<file path="config.mk">
export PLATFORM = sky130hd
export DESIGN_NAME = spi_txn_arbiter
export DESIGN_NICKNAME = d
export VERILOG_FILES = /design/src/rtl/spi_txn_arbiter.sv
export SDC_FILE = /design/constraint.sdc
export NUM_CORES = 1
export LEC_CHECK = 0
export ABC_AREA = 0
export CAP_MARGIN = 10
export CORE_MARGIN = 2
export CORE_UTILIZATION = 45
export CTS_BUF_LIST = sky130_fd_sc_hd__clkbuf_8
export DETAILED_ROUTE_END_ITERATION = 10
export PLACE_DENSITY = 0.87
export SYNTH_ARGS = -nofsm -noshare
export SYNTH_HDL_FRONTEND = slang
export SYNTH_SLANG_ARGS = --single-unit
</file>
<file path="constraint.sdc">
create_clock -name clk -period 3.2 [get_ports clk]
set_input_delay 0.64 -clock clk [delete_from_list [all_inputs] [get_ports clk]]
set_output_delay 0.64 -clock clk [all_outputs]
set_load 0.02 [all_outputs]
</file>
<file path="src/rtl/spi_txn_arbiter.sv">
// Round-robin arbiter sharing one SPI controller
// between several one-word transaction requesters.
module spi_txn_arbiter #(
  parameter int NREQ       = 3,
  parameter int DATA_W     = 16,
  parameter int CS_W       = 2,
  parameter int TXN_CYCLES = 46,
  parameter int GAP_CYCLES = 2
) (
  input  logic                       clk,
  input  logic                       rst,
  input  logic [NREQ-1:0]            req,
  input  logic [NREQ*CS_W-1:0]       req_cs,
  input  logic [NREQ*DATA_W-1:0]     req_data,
  input  logic [DATA_W-1:0]          cipo_data,
  output logic                       start_comm,
  output logic [CS_W-1:0]            CS_in,
  output logic [DATA_W-1:0]          data_send_c,
  output logic [NREQ-1:0]            done,
  output logic [DATA_W-1:0]          rsp_data,
  output logic [$clog2(NREQ)-1:0]    rsp_id,
  output logic                       busy
);

  localparam int IW   = $clog2(NREQ);
  localparam int CMAX = (TXN_CYCLES > GAP_CYCLES)
                      ? TXN_CYCLES : GAP_CYCLES;
  localparam int CW   = $clog2(CMAX + 1);

  localparam logic [CW-1:0] TXN_LAST =
    CW'(TXN_CYCLES - 1);
  localparam logic [CW-1:0] GAP_LAST =
    CW'(GAP_CYCLES - 1);
  localparam logic [IW-1:0] LAST_RST =
    IW'(NREQ - 1);

  typedef enum logic [2:0] {
    IDLE,
    LAUNCH,
    WAIT,
    DONE,
    GAP
  } state_t;

  state_t          state;
  state_t          state_nxt;
  logic [CW-1:0]   cnt;
  logic [IW-1:0]   last;
  logic [IW-1:0]   gnt;
  logic [IW-1:0]   win;
  logic            win_ok;

  // Round-robin pick: search from last+1 upward,
  // wrapping at NREQ; the nearest pending one wins.
  always_comb begin
    int idx;
    win    = '0;
    win_ok = 1'b0;
    idx    = 0;
    for (int k = NREQ; k >= 1; k--) begin
      idx = (int'(last) + k) % NREQ;
      if (req[idx]) begin
        win    = IW'(idx);
        win_ok = 1'b1;
      end
    end
  end

  // State register.
  always_ff @(posedge clk) begin
    if (!rst) begin
      state <= IDLE;
    end else begin
      state <= state_nxt;
    end
  end

  // Next-state decode for the transaction sequence.
  always_comb begin
    state_nxt = state;
    unique case (state)
      IDLE: begin
        if (win_ok) state_nxt = LAUNCH;
      end
      LAUNCH: begin
        state_nxt = WAIT;
      end
      WAIT: begin
        if (cnt == TXN_LAST) state_nxt = DONE;
      end
      DONE: begin
        state_nxt = GAP;
      end
      GAP: begin
        if (cnt == GAP_LAST) state_nxt = IDLE;
      end
      default: begin
        state_nxt = IDLE;
      end
    endcase
  end

  // Cycle counter shared by WAIT and GAP; cleared
  // on the cycle before each counted phase.
  always_ff @(posedge clk) begin
    if (!rst) begin
      cnt <= '0;
    end else begin
      unique case (state)
        WAIT,
        GAP:     cnt <= cnt + 1'b1;
        default: cnt <= '0;
      endcase
    end
  end

  // Grant capture: the winner's select and word
  // are frozen here until the next grant.
  always_ff @(posedge clk) begin
    if (!rst) begin
      last        <= LAST_RST;
      gnt         <= '0;
      CS_in       <= '0;
      data_send_c <= '0;
    end else if (state == IDLE && win_ok) begin
      last        <= win;
      gnt         <= win;
      CS_in       <= req_cs[win*CS_W +: CS_W];
      data_send_c <= req_data[win*DATA_W +: DATA_W];
    end
  end

  // Response capture on the last WAIT cycle.
  always_ff @(posedge clk) begin
    if (!rst) begin
      rsp_data <= '0;
      rsp_id   <= '0;
    end else if (state == WAIT && cnt == TXN_LAST) begin
      rsp_data <= cipo_data;
      rsp_id   <= gnt;
    end
  end

  // One-hot completion pulse from registered state.
  always_comb begin
    done = '0;
    if (state == DONE) done[gnt] = 1'b1;
  end

  assign start_comm = (state == LAUNCH);
  assign busy       = (state != IDLE);

endmodule

</file>
==> impl_metrics.ini <==
[worst_setup_path]
path_buf_inv = 1
worstPathMaxFanout = 18
r2r_cells = 8
cp.depth = 8
rr_startpoint = last[1]
cpPeakStageDelay_ns = 0.75
crit_family = simple AND/OR/NAND/NOR gates
cp-startpoint = last[1]
startpoint_type = flop
cp.required_ns = 3.42
crit_path_top_delay_cell = nor2_2
endpoint_kind = flop
cp_cell_sequence = inv_1 -> ha_1 -> and2_1 -> o22ai_1 -> nand4_1 -> nor2_2 -> a22oi_1 -> o21ai_1
worstPathArrival_ns = 2.88
critical_path_class = flop to flop

[yosys]
seq_area_frac_synth = 0.3959
synthTopCellsByCount = dfxtp_1, mux2i_1, nor2_1, o21ai_2, a22oi_2
synth_cells = 242
synth_seq_cells = 48
netlist-cell-type-count = 41
netlist_area_um2 = 2427
yosysWarnings = 0
synth_top_area_share = 0.3959
synth_edf_count = 0
ys.flop_type = dfxtp_1
synth_area_leaders = dfxtp_1, mux2i_1, a22oi_2
async_flop_share = 0
yosys.area.top_type = dfxtp_1
synth.most_common_cell = dfxtp_1
synth_fp_nets = 323
syn_area_per_cell_um2 = 10.03

[cts]
cts_hold_buf = 0
numCtsBuffers = 5
clock_path_buffers = 2
cts_tree = built
clk_pin_slew_ns = 0.08
cts.sinks = 48
post-cts-setup-buffers = 0
cts_max_level = 2
root_buffer = clkbuf_8
clock_latency_ns = 0.29
ctsResizeCount = 0

[timing]
timing.final.crit_share = 0.8314
finalSetupTns_ns = 0
clock.fmax_ghz = 0.3759
worst_slew_pin_slew_ns = 0.9253
finalHoldViolations = 0
skew_ns = 0.007109
relSlewSlack = 0.3825
timing.final.crit_period_ns = 2.660
rsz0062_at_grt = no
final_max_slew_viol_count = 0
whs_ns = 0.4883
finalSetupViolations = 0

[flow_run]
maxCapViolations = 0

[layout]
finalNetCount = 435
drive_above_1_share = 0.1155
antenna_cells = 0
area_growth_pct = 51.08
fin_util = 0.7090
finalNonFillerCells = 425

[placement]
numPortBuffers = 115
gp_congestion = 0.9275
dp.cells = 417
dp_hpwl_um = 4766

[grt]
grt_overflow = 0
antenna_found_initial = 0
grt_pass1_vias = 2088
grt_pass1_wl_um = 9798
grt_util_all_layers = 0.2028
grt_max_degree = 24

[route]
vias = 2198
wl_per_cell_um = 14.70
drc_errors = 0
firstDrtPassIters = 4
drt-total-wl_um = 6249
ant_nets = 0
drt-initial-drc-count = 127
viasPerCell = 5.172

[floorplan]
fp.dieH_um = 77.45
die_x_um = 77.45
num_io_pins = 116
rows = 26
initial_core_util = 0.4693
fp.coreArea_um2 = 5172
dieArea_um2 = 5998

[status]
status = completed

[pwr]
p_switching_mw = 0.9107
internal_power_mw = 1.446
cellPowerDensity_nw_per_um2 = 642.6
leakagePower_nw = 1.549
swShare = 0.3864
p_seq_frac = 0.332
fin_total_pwr_mw = 2.357
p_comb_frac = 0.513
vdd_drop_max_mv = 0.3078
p_clk_frac = 0.155

[hold_path]
hold_depth = 1
worstHoldStart = cnt[0]
worstHoldPathType = flop to flop
[state kept, by name, indices dropped and copies added (netlist names)]
| signal | flops |
|---|---|
| last | 2 |
| rsp_data | 16 |
| rsp_id | 2 |
| data_send_c | 16 |
| state | 3 |
| cnt | 6 |
| CS_in | 2 |
| gnt | 1 |
[logic make-up after synthesis]
| logic type | after synthesis | share of synthesized area |
|---|---|---|
| AO/OA/AOI/OAI | 53 | 0.1809 |
| XOR/XNOR | 6 | 0.02165 |
| adder cells (fa/ha/maj) | 6 | 0.03093 |
| buffers and inverters | 23 | 0.06546 |
| flip-flops | 48 | 0.3959 |
| multiplexers | 40 | 0.1649 |
| AND/OR/NAND/NOR | 66 | 0.1402 |
[path summary, 6_finish.rpt]
path                            slack, ns             end
worst max-delay path                 0.54  data_send_c[1]
worst min-delay path                 0.49          cnt[0]
worst max register to register       0.54  data_send_c[1]
worst min register to register       0.49          cnt[0]
[power by group through the flow]
| stage | clock network (mW) | logic [mW] | registers [mW] |
|---|---|---|---|
| finish | 0.366 | 1.21 | 0.783 |
| global route | 0.404 | 1.30 | 0.795 |
| CTS | 0.376 | 1.21 | 0.782 |
| detailed placement | 0 | 1.21 | 0.794 |
| global placement | 0 | 1.19 | 0.792 |
| floorplan | 0 | 0.837 | 0.853 |
[placed cells by master (no fill, tap or decap), types with 2 or more instances in the layout]
master	Yosys	final
dfxtp_1	48	48
clkbuf_8	0	6
o21ai_0	3	3
nand3_1	6	6
nor3b_1	3	3
nand3b_1	3	3
mux2i_1	40	40
nor2_1	28	28
a21oi_1	3	3
nor2_2	2	2
nand4_1	2	2
xor2_1	3	3
nor2b_1	3	3
clkinv_2	0	2
nand2_1	3	3
buf_4	2	5
a22oi_1	8	8
xnor2_1	3	3
o21ai_1	8	8
inv_1	8	8
clkdlybuf4s50_1	0	115
o21ai_2	12	12
nand2b_1	2	2
and2_1	2	2
and3_1	3	3
ha_1	6	6
a22oi_2	11	11
nor3_1	5	5
[through the flow]
step           setup slack, ns  instance area, µm²
2_1_floorplan            1.147                2427
3_3_place_gp            0.5760                3575
3_5_place_dp            0.5049                3575
4_1_cts                 0.5509                3667
5_1_grt                 0.3419                3667
6_report                0.5397                3667
[cell type report]
class	instances	area, µm²
Clock buffer	6	82.58
Clock inverter	2	10.01
Fill cell	389	1505
Inverter	8	30.03
Multi-Input combinational cell	171	1308
Sequential cell	48	960.9
Tap cell	70	87.58
Timing Repair Buffer	120	1189
[per-layer routing]
layer	up-vias	global-route usage	wire length (µm)
li1	1090	-	-
met1	1011	0.2371	2638
met2	93	0.3643	3101
met3	4	0.05233	468
met4	0	0.05714	41
met5	-	0	0
Power figures use the tool's default switching activity.
